**config.mk**
```make
export PLATFORM = sky130hd
export DESIGN_NAME = vram_arbiter
export DESIGN_NICKNAME = d
export VERILOG_FILES = /design/src/rtl/gpu_pkg.sv /design/src/rtl/vram_wr_fifo.sv /design/src/rtl/vram_arbiter.sv
export SDC_FILE = /design/constraint.sdc
export NUM_CORES = 1
export LEC_CHECK = 0
export ABC_AREA = 1
export ABC_CLOCK_PERIOD_IN_PS = 2130
export BUFFER_PORTS_ARGS = -buffer_cell sky130_fd_sc_hd__buf_2
export CAP_MARGIN = 10
export CORE_MARGIN = 10
export CORE_UTILIZATION = 49
export DETAILED_ROUTE_END_ITERATION = 10
export PLACE_DENSITY = 0.72
export RECOVER_POWER = 100
export REMOVE_ABC_BUFFERS = 1
export SLEW_MARGIN = 30
export SYNTH_ARGS = -nofsm -noshare
export SYNTH_HDL_FRONTEND = slang
export SYNTH_SLANG_ARGS = --single-unit
```
**constraint.sdc**
```tcl
create_clock -name clk -period 2.13 [get_ports clk]
set_input_delay 0.213 -clock clk [delete_from_list [all_inputs] [get_ports clk]]
set_output_delay 0.213 -clock clk [all_outputs]
set_load 0.005 [all_outputs]
```
**src/rtl/gpu_pkg.sv**
```systemverilog
// gpu_pkg -- definitions shared by the VRAM arbiter and its write queue.
//
// Contents:
//   arb_state_t   : arbiter top-level states (IDLE, CLEAR)
//   grant_t       : which requester owns the memory port this cycle
//   BLANK_CODE    : character code written by a screen clear (space)
//   CHARS_DEFAULT : number of visible character cells (40x30)
package gpu_pkg;

  typedef enum logic [0:0] {
    IDLE  = 1'b0,
    CLEAR = 1'b1
  } arb_state_t;

  typedef enum logic [1:0] {
    GNT_NONE  = 2'd0,
    GNT_READ  = 2'd1,
    GNT_WRITE = 2'd2,
    GNT_CLEAR = 2'd3
  } grant_t;

  localparam logic [7:0] BLANK_CODE    = 8'h20;
  localparam int         CHARS_DEFAULT = 1200;

endpackage

```
**src/rtl/vram_wr_fifo.sv**
```systemverilog
// vram_wr_fifo -- in-order queue of pending CPU writes (address + data).
//
// Parameters:
//   ADDR_W, DATA_W : entry field widths
//   DEPTH          : number of entries, must be a power of two (>= 2)
// Ports:
//   clk, clr                          : clock, asynchronous active-low reset
//   push, push_addr, push_data        : enqueue (ignored when full)
//   pop                               : dequeue head (ignored when empty)
//   head_addr, head_data              : current head entry
//   full, empty                       : occupancy flags
module vram_wr_fifo #(
  parameter int ADDR_W = 12,
  parameter int DATA_W = 8,
  parameter int DEPTH  = 4
) (
  input  logic              clk,
  input  logic              clr,
  input  logic              push,
  input  logic [ADDR_W-1:0] push_addr,
  input  logic [DATA_W-1:0] push_data,
  input  logic              pop,
  output logic [ADDR_W-1:0] head_addr,
  output logic [DATA_W-1:0] head_data,
  output logic              full,
  output logic              empty
);

  localparam int PTR_W = $clog2(DEPTH);

  // Pointers carry one extra wrap bit so full and empty are distinguishable
  // when the index bits match.
  logic [PTR_W:0]    wr_ptr;
  logic [PTR_W:0]    rd_ptr;
  logic [ADDR_W-1:0] addr_mem [DEPTH];
  logic [DATA_W-1:0] data_mem [DEPTH];
  logic              push_ok;
  logic              pop_ok;

  assign empty   = (wr_ptr == rd_ptr);
  assign full    = (wr_ptr[PTR_W] != rd_ptr[PTR_W]) &&
                   (wr_ptr[PTR_W-1:0] == rd_ptr[PTR_W-1:0]);
  assign push_ok = push && !full;
  assign pop_ok  = pop && !empty;

  assign head_addr = addr_mem[rd_ptr[PTR_W-1:0]];
  assign head_data = data_mem[rd_ptr[PTR_W-1:0]];

  always_ff @(posedge clk or negedge clr) begin
    if (!clr) begin
      wr_ptr <= '0;
      rd_ptr <= '0;
    end else begin
      if (push_ok) wr_ptr <= wr_ptr + 1'b1;
      if (pop_ok)  rd_ptr <= rd_ptr + 1'b1;
    end
  end

  // Storage needs no reset: an entry is only observed after it was written.
  always_ff @(posedge clk) begin
    if (push_ok) begin
      addr_mem[wr_ptr[PTR_W-1:0]] <= push_addr;
      data_mem[wr_ptr[PTR_W-1:0]] <= push_data;
    end
  end

endmodule

```
**src/rtl/vram_arbiter.sv**
```systemverilog
// vram_arbiter -- shares one synchronous single-port character RAM between
// the renderer (reads, highest priority), queued CPU writes and an optional
// hardware screen clear.
//
// Optional feature: define VRAM_CLEAR_EN to build the CLEAR state, its
// address counter and clear_done. Without it clear_start is ignored and
// clear_busy/clear_done are tied low.
//
// Ports:
//   clk, clr                         : clock, asynchronous active-low reset
//   rd_req, rd_addr                  : renderer fetch request
//   rd_data, rd_valid                : fetched code, valid one cycle later
//   cpu_wr_valid/addr/data, ready    : CPU write channel into the queue
//   wr_drop                          : pulse when an out-of-range write is discarded
//   clear_start, clear_busy, clear_done : screen clear control/status
//   mem_en, mem_we, mem_addr, mem_wdata, mem_rdata : RAM port (1-cycle read latency)
module vram_arbiter
  import gpu_pkg::*;
#(
  parameter int ADDR_W     = 12,
  parameter int DATA_W     = 8,
  parameter int CHARS      = CHARS_DEFAULT,
  parameter int FIFO_DEPTH = 4
) (
  input  logic              clk,
  input  logic              clr,
  input  logic              rd_req,
  input  logic [ADDR_W-1:0] rd_addr,
  output logic [DATA_W-1:0] rd_data,
  output logic              rd_valid,
  input  logic              cpu_wr_valid,
  input  logic [ADDR_W-1:0] cpu_wr_addr,
  input  logic [DATA_W-1:0] cpu_wr_data,
  output logic              cpu_wr_ready,
  output logic              wr_drop,
  input  logic              clear_start,
  output logic              clear_busy,
  output logic              clear_done,
  output logic              mem_en,
  output logic              mem_we,
  output logic [ADDR_W-1:0] mem_addr,
  output logic [DATA_W-1:0] mem_wdata,
  input  logic [DATA_W-1:0] mem_rdata
);

  localparam logic [ADDR_W:0]   CHARS_EXT = (ADDR_W+1)'(CHARS);
  localparam logic [ADDR_W-1:0] LAST_ADDR = ADDR_W'(CHARS - 1);

  grant_t            grant;
  logic              clearing;
  logic [ADDR_W-1:0] clear_addr;
  logic              fifo_full;
  logic              fifo_empty;
  logic [ADDR_W-1:0] head_addr;
  logic [DATA_W-1:0] head_data;
  logic              push;
  logic              pop;
  logic              head_in_range;
  logic              en_raw;
  logic              we_raw;

  assign cpu_wr_ready  = !fifo_full;
  assign push          = cpu_wr_valid && !fifo_full;
  assign head_in_range = ({1'b0, head_addr} < CHARS_EXT);

  vram_wr_fifo #(
    .ADDR_W (ADDR_W),
    .DATA_W (DATA_W),
    .DEPTH  (FIFO_DEPTH)
  ) u_fifo (
    .clk       (clk),
    .clr       (clr),
    .push      (push),
    .push_addr (cpu_wr_addr),
    .push_data (cpu_wr_data),
    .pop       (pop),
    .head_addr (head_addr),
    .head_data (head_data),
    .full      (fifo_full),
    .empty     (fifo_empty)
  );

  // One owner per cycle: renderer first, then the clear sweep, then the
  // queue head. While clearing the queue keeps filling but is not drained.
  always_comb begin
    grant = GNT_NONE;
    if (rd_req)           grant = GNT_READ;
    else if (clearing)    grant = GNT_CLEAR;
    else if (!fifo_empty) grant = GNT_WRITE;
  end

  assign pop     = (grant == GNT_WRITE);
  assign wr_drop = pop && !head_in_range;

  // An out-of-range head is still popped, it just never reaches the RAM.
  always_comb begin
    en_raw    = 1'b0;
    we_raw    = 1'b0;
    mem_addr  = '0;
    mem_wdata = '0;
    case (grant)
      GNT_READ: begin
        en_raw   = 1'b1;
        mem_addr = rd_addr;
      end
      GNT_WRITE: begin
        if (head_in_range) begin
          en_raw    = 1'b1;
          we_raw    = 1'b1;
          mem_addr  = head_addr;
          mem_wdata = head_data;
        end
      end
      GNT_CLEAR: begin
        en_raw    = 1'b1;
        we_raw    = 1'b1;
        mem_addr  = clear_addr;
        mem_wdata = DATA_W'(BLANK_CODE);
      end
      default: begin
        en_raw = 1'b0;
      end
    endcase
  end

  // The RAM must see no access while reset is held, even if rd_req is up.
  assign mem_en = clr && en_raw;
  assign mem_we = clr && we_raw;

  always_ff @(posedge clk or negedge clr) begin
    if (!clr) rd_valid <= 1'b0;
    else      rd_valid <= rd_req;
  end

  // The RAM already registers its output, so in the cycle after the read the
  // code is on mem_rdata; it is presented only while rd_valid is high.
  assign rd_data = rd_valid ? mem_rdata : '0;

`ifdef VRAM_CLEAR_EN
  arb_state_t        state;
  logic [ADDR_W-1:0] clear_cnt;
  logic              clear_done_q;

  assign clearing   = (state == CLEAR);
  assign clear_addr = clear_cnt;
  assign clear_busy = clearing;
  assign clear_done = clear_done_q;

  // Clear sweep: the counter only advances on cycles the sweep actually
  // wrote, so renderer reads simply stretch the clear. A second clear_start
  // during the sweep has no effect.
  always_ff @(posedge clk or negedge clr) begin
    if (!clr) begin
      state        <= IDLE;
      clear_cnt    <= '0;
      clear_done_q <= 1'b0;
    end else begin
      clear_done_q <= 1'b0;
      case (state)
        IDLE: begin
          if (clear_start) begin
            state     <= CLEAR;
            clear_cnt <= '0;
          end
        end
        CLEAR: begin
          if (grant == GNT_CLEAR) begin
            if (clear_cnt == LAST_ADDR) begin
              state        <= IDLE;
              clear_cnt    <= '0;
              clear_done_q <= 1'b1;
            end else begin
              clear_cnt <= clear_cnt + 1'b1;
            end
          end
        end
        default: state <= IDLE;
      endcase
    end
  end
`else
  logic unused_clear_start;

  assign unused_clear_start = clear_start;
  assign clearing           = 1'b0;
  assign clear_addr         = '0;
  assign clear_busy         = 1'b0;
  assign clear_done         = 1'b0;
`endif

endmodule

```
Word level (Yosys, flattened, before mapping)
Memory sizes are Yosys's and may differ from the RTL's.
Index checks and enable logic that the tools add are counted.
W data, S select, Z words.

word-level totals
  memories = 2
  RAM bits = 80
  register bits = 7
  word-level logic and storage cells = 37
  input port bits = 45

cells by class
  eq/ne operators = 6
  magnitude comparators = 1
  reduce and logical (&&, ||, !) cells = 11
  $add $sub $neg = 2
  mux-type cells = 12

memories
  name             words  bits a word  read ports  clocked after memory_dff  wr ports  line                text
  u_fifo.addr_mem  4      12           1           0                         1         vram_wr_fifo.sv:35  logic [ADDR_W-1:0] addr_mem [DEPTH];
  u_fifo.data_mem  4      8            1           0                         1         vram_wr_fifo.sv:36  logic [DATA_W-1:0] data_mem [DEPTH];

operators by type and width
  operator                count
  $pmux W12 S2            1
  $mux W8                 2
  $pmux W8 S2             1
  $lt A12 B11 Y1 const B  1
  $mux W12                1
  $logic_and A1 B1 Y1     7
  $add A3 B1 Y3 const B   2
  $eq A2 B2 Y1 const B    2
  $mux W2                 2
  $pmux W1 S2             2
  $eq A3 B3 Y1            1
  $logic_not A1 Y1        3
  $mux W1                 3
  $eq A2 B1 Y1 const B    1
  $eq A2 B2 Y1            1
  $reduce_or A2 Y1        1
  $ne A1 B1 Y1            1

Logic depth before layout (Yosys ltp)
Gate-level depths: netlist (run 1).

  depth in word-level cells = 7
  gate-level depth with buffers = 11
  mapped depth without buffers = 9

Hierarchy
From an unflattened synthesis (run 1), not the netlist that was laid out.

unflattened totals
  cells, all modules = 347
  area total of the unflattened synthesis = 3861.2 µm²

modules (own cells, without submodules)
  module        times used  area an instance (µm²)  cells each
  vram_wr_fifo  1           3414.5                  255
  vram_arbiter  1           446.7                   92

Worst setup path after synthesis (run 1)
Ideal clock, no wire load.

  path kind = reg2reg
  start = reg u_fifo.rd_ptr[0]
  end = mem u_fifo.addr_mem[3][0] (enable)
  stages on the path, launching flop included = 7
  path slack = -0.147 ns
  period minus slack after synthesis = 2.277 ns
  setup time = 0.399 ns
  arrival = 1.878 ns
  buffers on the path = 1
  cells stage by stage = dfrtp_1 -> buf_4 -> nand2_1 -> a21oi_1 -> nand2_1 -> nand2_1 -> nor2_1

on the way
  word-level cells in the longest chain between the ends = 7

RTL lines
  element                            line                text
  start: declaration                 vram_wr_fifo.sv:34  logic [PTR_W:0] rd_ptr;
  start signal: assignment           vram_wr_fifo.sv:55  if (pop_ok) rd_ptr <= rd_ptr + 1'b1;
  $eq A2 B2 Y1 (*)                   vram_wr_fifo.sv:42  (wr_ptr[PTR_W-1:0] == rd_ptr[PTR_W-1:0]);
  $logic_and A1 B1 Y1 (*)            vram_wr_fifo.sv:41  assign full = (wr_ptr[PTR_W] != rd_ptr[PTR_W]) &&
  $logic_not A1 Y1 (*)               --
  named net cpu_wr_ready             vram_arbiter.sv:34  output logic cpu_wr_ready,
  $logic_and A1 B1 Y1                vram_arbiter.sv:63  assign push = cpu_wr_valid && !fifo_full;
  $logic_and A1 B1 Y1 (*)            vram_wr_fifo.sv:43  assign push_ok = push && !full;
  $mux W1 (*)                        vram_wr_fifo.sv:61  if (push_ok) begin
  $mux W1 (implied by the code) (*)  vram_wr_fifo.sv:62  addr_mem[wr_ptr[PTR_W-1:0]] <= push_addr;
  end: declaration                   vram_wr_fifo.sv:35

The timed path passes the listed nets; every way through them passes the cells marked *.

Worst setup path in the final report (run 1)
  start = reg u_fifo.rd_ptr[0]
  end = out mem_addr[9]

on the way
  word-level cells in the longest chain between the ends = 5

RTL lines
  element                                                                 line                 text
  parallel branches: the longest is 4 deep, another holds $mem_v2 Z4 W12  --
  $pmux W12 S2 (*)                                                        vram_arbiter.sv:101  case (grant)
  end: declaration                                                        vram_arbiter.sv:41   output logic [ADDR_W-1:0] mem_addr,

Mark *: on every way between the ends.

==> results.py, run 1 <==
metrics = {
    "synth": {
        "syn_inst": 348,
        "synth_area_sq_um": 3760,
        "yosys-top-cells-area": "edfxtp_1 (64%), nand2_1 (6.8%), nor2_1 (4.9%)",
        "ys_warn_count": 0,
        "synth.distinct_cells": 21,
        "synth_top_area_frac": 0.638,
        "avgSynthCellArea_sq_um": 10.8,
        "yosysSeqAreaShare": 0.685,
        "synth-seq-cells": 87,
        "yosysTopAreaCell": "edfxtp_1",
    },
    "global_routing": {
        "grt_max_degree": 19,
        "grt_usage": 0.167,
        "antenna_found_initial": 0,
        "gr-total-overflow": 0,
        "grt_pass1_wl_um": 14600,
        "grt_pass1_vias": 2906,
    },
    "setup_path": {
        "cp-start-kind": "flip-flop",
        "worstPathMaxFanout": 10,
        "slowest_stage": "dfrtp_2",
        "cpPeakStageDelay_ps": 470,
        "critical_path_class": "flip-flop to output port",
        "end_kind": "output port",
        "cp_cell_sequence": "inv_4, buf_12, nand2_1, nand3_1, nand2_2, nand2_4, nor2_1, nand3_2, nand3_4, buf_8, o21ai_2, buf_2",
        "crit_required_ps": 1920,
        "crit_arrival_ps": 2140,
    },
    "sta": {
        "hold_viol_final": 0,
        "fmax_mhz": 425,
        "rsz0062_at_grt": "true",
        "finClkSkew_ps": 3.81,
        "maxSlewViolCount": 0,
        "fin_ws_ps": -225,
        "fin_crit_ps": 2360,
        "finalCritPeriodShare": 1.11,
        "relSlewSlack": 0.444,
        "setup_viol": 21,
        "tightest_slew_ps": 835,
    },
    "power_and_ir_drop": {
        "pwr_density_cell_nw_per_um2": 1390,
        "leakage_nw": 2.08,
        "irDropWorstVdd_v": 0.000694,
    },
    "cells_and_area": {
        "final_core_utilization": 0.661,
        "fin_cells": 563,
        "syn_to_final_growth_pct": 29.4,
        "drive_gt1_frac": 0.265,
        "final_net_count": 509,
        "diodes": 0,
        "fillerInstances": 574,
    },
    "placed_design": {
        "hpwl_um": 5800,
        "place_inst": 525,
        "routabilityCongestion": 0.852,
        "portBuffers": 76,
    },
    "routing": {
        "firstDrtPassIters": 4,
        "num_vias": 2845,
        "viasPerCell": 5.05,
        "postRouteAntennaNets": 0,
        "wirelength_um": 9610,
        "routedWlPerCell_um": 17.1,
        "drc_errors": 0,
        "drtIter0Drc": 238,
    },
    "run": {
        "drv_cap": 0,
    },
    "floorplan": {
        "ios": 80,
        "die-width_um": 108,
        "die_height_um": 108,
        "initial_core_util": 0.511,
        "core_area_sq_um": 7370,
        "dieArea_sq_um": 11600,
        "row_count": 31,
    },
    "clock_tree": {
        "clk_path_buf_depth": 2,
        "cts_buffers": 9,
        "cts_tree": "yes",
        "htreeDepth": 3,
        "clk_pin_slew_ps": 80,
        "cts_num_sinks": 87,
        "clk_latency_ps": 360,
        "cts-root-buf": "clkbuf_8",
    },
    "outcome": {
        "violations": "negative setup slack",
        "status": "finished with violations",
    },
    "worst_hold_path": {
        "hold_path_class": "input pin to flip-flop",
    },
}
[final timing paths]
path	from	to	slack (ps)	cells after the start
worst max-delay path	u_fifo.rd_ptr[0]	mem_addr[9]	-230	12
worst min-delay path	cpu_wr_addr[1]	u_fifo.addr_mem[0][1]	110	1
worst max register to register	u_fifo.rd_ptr[1]	u_fifo.data_mem[2][1]	70	7
worst min register to register	u_fifo.wr_ptr[2]	u_fifo.wr_ptr[2]	490	1
max in group asynchronous	clr	u_fifo.rd_ptr[0]	1470	2
min in group asynchronous	clr	u_fifo.wr_ptr[2]	320	2
[logic make-up (layout without fill, tap and decap cells)]
logic type / after synthesis / in the layout / share of synthesized area
other: 1 / 2 / 0.000996
DFF: 87 / 87 / 0.685
xor gates and xnor gates: 6 / 6 / 0.0140
and+or+nand+nor: 133 / 133 / 0.138
buffers and inverters: 60 / 175 / 0.0682
adders and majority gates: 5 / 5 / 0.0166
AOI/OAI and AO/OA: 56 / 56 / 0.0775
[critical path: cells and delay by family (launching register included)]
family                 cells  cell delay (ps)
AOI/OAI and AO/OA          1              120
DFF                        1              470
buffers and inverters      4              590
and+or+nand+nor            7              590
[where the power goes]
group	internal, W	leakage, nW	switching (W)
Clock	0.000661	0.102	0.000585
Combinational	0.00136	1.16	0.00174
Sequential	0.00230	0.814	0.000140
[synth_stat cells]
library cell / count
a21boi_2: 1
a21oi_1: 13
buf_1: 2
buf_2: 4
buf_4: 5
buf_6: 1
clkbuf_1: 6
conb_1: 1
dfrtp_1: 7
edfxtp_1: 80
ha_1: 5
inv_1: 41
inv_2: 1
nand2_1: 68
nand3_1: 16
nor2_1: 49
o21ai_0: 27
o21ai_1: 11
o22ai_1: 4
xnor2_1: 2
xor2_1: 4
[registers in the layout, summed over array words and instances, names as in the netlist]
register and flops:
rd_valid 1, u_fifo.addr_mem 48, u_fifo.data_mem 32, u_fifo.rd_ptr 3, u_fifo.wr_ptr 3
[metrics by stage]
step	power, W	worst slack [ps]	hold WS [ps]	instance area [sq um]	TNS [ps]
finish	0.00678	-225	107	4870	-3960
global route	0.00719	-329	101	4870	-7900
CTS	0.00676	-181	45.6	4910	-3400
detailed placement	0.00478	96.4	68.3	4360	0
global placement	0.00471	154	69.3	4360	0
floorplan	0.00374	-937	-82.6	3670	-83720
[routing by layer]
metal | vias up | GRT usage | share of wire
li1 | 1374 | - | -
met1 | 1313 | 0.178 | 0.39
met2 | 134 | 0.288 | 0.49
met3 | 24 | 0.0581 | 0.094
met4 | 0 | 0.0840 | 0.027
met5 | - | 0 | 0
[placed cells by master, fill, tap and decap left out, types with 2 or more instances in the layout]
cell,synthesis,layout
a21oi_1,13,8
a21oi_2,0,5
buf_12,0,3
buf_2,4,46
buf_4,5,25
buf_6,1,3
buf_8,0,2
bufbuf_16,0,2
bufinv_16,0,2
clkbuf_1,6,31
clkbuf_2,0,3
clkbuf_8,0,9
clkinvlp_4,0,3
conb_1,1,2
dfrtp_1,7,6
edfxtp_1,80,80
ha_1,5,5
inv_1,41,39
inv_2,1,2
nand2_1,68,60
nand2_2,0,7
nand3_1,16,13
nand3_2,0,2
nor2_1,49,49
o21ai_0,27,26
o21ai_1,11,11
o22ai_1,4,4
xnor2_1,2,2
xor2_1,4,4
[area by class of cell]
cell class	instances	area, sq um	area share
Clock inverter	7	96.3	0.0198
Timing Repair Buffer	117	776	0.159
Clock buffer	9	124	0.0254
Tap cell	99	124	0.0254
Sequential cell	87	2580	0.530
Inverter	42	160	0.0329
Multi-Input combinational cell	202	1010	0.208
[timing repair]
action	CTS	global route
buffers inserted	15	1
hold endpoints to repair	7	0
endpoints found under the setup margin	22	52
cloned	5	0
hold buffers	1	0
pin swaps	4	3
gates resized for setup	31	6
No activity file was read; power rests on OpenSTA's default activity.
==> inputs of run 2 (changes only) <==
--- a/config.mk
+++ b/config.mk
@@ -5,14 +5,16 @@
 export SDC_FILE = /design/constraint.sdc
 export NUM_CORES = 1
 export LEC_CHECK = 0
-export ABC_AREA = 1
 export ABC_CLOCK_PERIOD_IN_PS = 2130
 export BUFFER_PORTS_ARGS = -buffer_cell sky130_fd_sc_hd__buf_2
 export CAP_MARGIN = 10
+export CELL_PAD_IN_SITES_DETAIL_PLACEMENT = 1
+export CELL_PAD_IN_SITES_GLOBAL_PLACEMENT = 1
+export CORE_ASPECT_RATIO = 0.8
 export CORE_MARGIN = 10
-export CORE_UTILIZATION = 49
+export CORE_UTILIZATION = 41
 export DETAILED_ROUTE_END_ITERATION = 10
-export PLACE_DENSITY = 0.72
+export PLACE_DENSITY = 0.71
 export RECOVER_POWER = 100
 export REMOVE_ABC_BUFFERS = 1
 export SLEW_MARGIN = 30
==> results.py, run 2 <==
metrics = {
    "synth": {
        "synth_top_area_frac": 0.632,
        "ys_warn_count": 0,
        "syn_inst": 208,
        "synth_common_cells": "edfxtp_1 (80), mux4_2 (17), nand2_1 (15)",
        "yosysTopAreaCell": "edfxtp_1",
        "synth-seq-cells": 87,
        "ys.flop_type": "edfxtp_1",
        "avgSynthCellArea_sq_um": 18.3,
        "yosysMostFrequentCell": "edfxtp_1",
        "synth.distinct_cells": 36,
        "synth_area_sq_um": 3800,
        "yosys-top-cells-area": "edfxtp_1 (63%), mux4_2 (10%), dfrtp_1 (4.6%)",
        "yosysSeqAreaShare": 0.678,
        "synthArstFlopShare": 0.0805,
        "synth_edf_count": 80,
    },
    "placed_design": {
        "portBuffers": 76,
        "routabilityCongestion": 0.717,
        "dpl_worst_slack_ps": -125,
        "place_inst": 419,
        "hpwl_um": 6450,
    },
    "floorplan": {
        "die_height_um": 106,
        "ios": 80,
        "core_area_sq_um": 9040,
        "dieArea_sq_um": 13500,
        "row_count": 31,
        "die-width_um": 128,
        "initial_core_util": 0.421,
    },
    "clock_tree": {
        "cts_buffers": 9,
        "cts_tree": "yes",
        "htreeDepth": 3,
        "cts_num_sinks": 87,
        "clk_pin_slew_ps": 60,
        "cts-root-buf": "clkbuf_16",
        "clk_latency_ps": 340,
        "clk_path_buf_depth": 2,
    },
    "sta": {
        "rsz0062_at_grt": "true",
        "fin_crit_ps": 2550,
        "fin_ws_ps": -424,
        "fmax_mhz": 391,
        "setup_tns_ps": -8440,
        "setup_viol": 22,
        "finalCritPeriodShare": 1.20,
        "maxSlewViolCount": 0,
        "whs_ps": 137,
        "tightest_slew_ps": 598,
        "hold_viol_final": 0,
        "finClkSkew_ps": 7.76,
        "relSlewSlack": 0.601,
    },
    "setup_path": {
        "slowest_stage": "mux4_2",
        "crit_arrival_ps": 2340,
        "cpPeakStageDelay_ps": 560,
        "end_kind": "output port",
        "worstPathMaxFanout": 5,
        "path_buf_inv": 2,
        "cp-start-kind": "flip-flop",
        "worstReg2RegEnd": "u_fifo.data_mem[3][2]",
        "r2r_start": "u_fifo.rd_ptr[0]",
        "reg2reg_depth": 7,
        "r2r_slack_ps": 30,
        "critical_path_class": "flip-flop to output port",
        "crit_required_ps": 1920,
        "cp_top_family": "multiplexers",
        "cp_cell_sequence": "mux4_2, a311o_2, bufbuf_16, nor3b_2, buf_2",
    },
    "global_routing": {
        "antenna_found_initial": 0,
        "gr-total-overflow": 0,
        "grt_pass1_vias": 2559,
        "grt_usage": 0.143,
        "grt_max_degree": 21,
        "grt_pass1_wl_um": 14800,
    },
    "power_and_ir_drop": {
        "leakage_nw": 1.86,
        "pwr_density_cell_nw_per_um2": 1510,
        "irDropWorstVdd_v": 0.000581,
    },
    "routing": {
        "routedWlPerCell_um": 21.5,
        "firstDrtPassIters": 4,
        "drtIter0Drc": 126,
        "num_vias": 2272,
        "viasPerCell": 5.11,
        "postRouteAntennaNets": 0,
        "wirelength_um": 9550,
        "drc_errors": 0,
    },
    "outcome": {
        "violations": "negative setup slack",
        "status": "finished with violations",
    },
    "worst_hold_path": {
        "hold_path.startpoint": "cpu_wr_addr[9]",
        "hold_path_class": "input pin to flip-flop",
        "hold_depth": 1,
        "min_to": "u_fifo.addr_mem[3][9]",
    },
    "cells_and_area": {
        "final_cell_mix": "edfxtp_1 (80), buf_2 (47), clkbuf_1 (32)",
        "largest_register_ffs": 48,
        "fin_cells": 445,
        "fillerInstances": 886,
        "final_net_count": 375,
        "layout_commonest_cell": "edfxtp_1",
        "final_core_utilization": 0.551,
        "diodes": 0,
        "drive_gt1_frac": 0.421,
        "syn_to_final_growth_pct": 31.1,
    },
    "run": {
        "drv_cap": 0,
    },
}
[run 2: area by class of cell]
cell class,count,area (sq um),area share
Sequential cell,87,2580,0.517
Multi-Input combinational cell,100,1150,0.231
Timing Repair Buffer,116,754,0.151
Clock buffer,10,229,0.0459
Tap cell,115,144,0.0289
Clock inverter,6,85.1,0.0171
Inverter,11,41.3,0.00829
[run 2: cell families (layout without fill, tap and decap cells)]
family | count (synthesis) | after routing | synth area share
flip-flops | 87 | 87 | 0.678
AND/OR/NAND/NOR | 42 | 42 | 0.0731
AO/OA/AOI/OAI | 22 | 22 | 0.0510
buffers and inverters | 22 | 143 | 0.0375
multiplexers | 21 | 21 | 0.124
XOR/XNOR | 8 | 8 | 0.0184
adder cells (fa/ha/maj) | 5 | 5 | 0.0165
other | 1 | 2 | 0.000987
[run 2: worst max path at each step]
stage,start,to,slack [ps],cells past startpoint
2_1_floorplan,u_fifo.rd_ptr[0],mem_addr[8],-680,4
3_3_place_gp,u_fifo.rd_ptr[0],mem_wdata[0],-100,7
3_5_place_dp,u_fifo.rd_ptr[0],mem_addr[10],-120,7
4_1_cts,u_fifo.rd_ptr[0],mem_wdata[7],-430,7
5_1_grt,u_fifo.rd_ptr[0],mem_wdata[4],-540,7
6_report,u_fifo.rd_ptr[0],mem_wdata[6],-420,5
[run 2: metal layers]
| layer | track usage | vias to the layer above | routed length (um) |
|---|---|---|---|
| li1 | - | 1044 | - |
| met3 | 0.0462 | 12 | 607 |
| met4 | 0.0449 | 0 | 136 |
| met5 | 0 | - | 0 |
| met1 | 0.163 | 1148 | 3810 |
| met2 | 0.249 | 68 | 5000 |
[run 2: stage by stage]
step           total power [W]  cell area (sq um)
2_1_floorplan          0.00404               3700
5_1_grt                0.00796               4980
6_report               0.00755               4980
3_3_place_gp           0.00537               4530
4_1_cts                0.00758               5000
3_5_place_dp           0.00547               4530
[run 2: where the power goes]
group,total (W),switching [W],internal [W]
sequential,0.00247,0.000156,0.00231
combinational,0.00342,0.00169,0.00173
clock,0.00165,0.000630,0.00102
total,0.00755,0.00248,0.00507
[run 2: timing repair]
| item | in CTS | in global routing |
|---|---|---|
| setup endpoints to repair | 22 | 22 |
| pin swaps | 11 | 5 |
| endpoints found under the hold margin | 7 | 0 |
| gates resized for setup | 15 | 6 |
| hold buffers | 1 | 0 |
| buffers inserted | 6 | 3 |
| gates cloned | 1 | 0 |
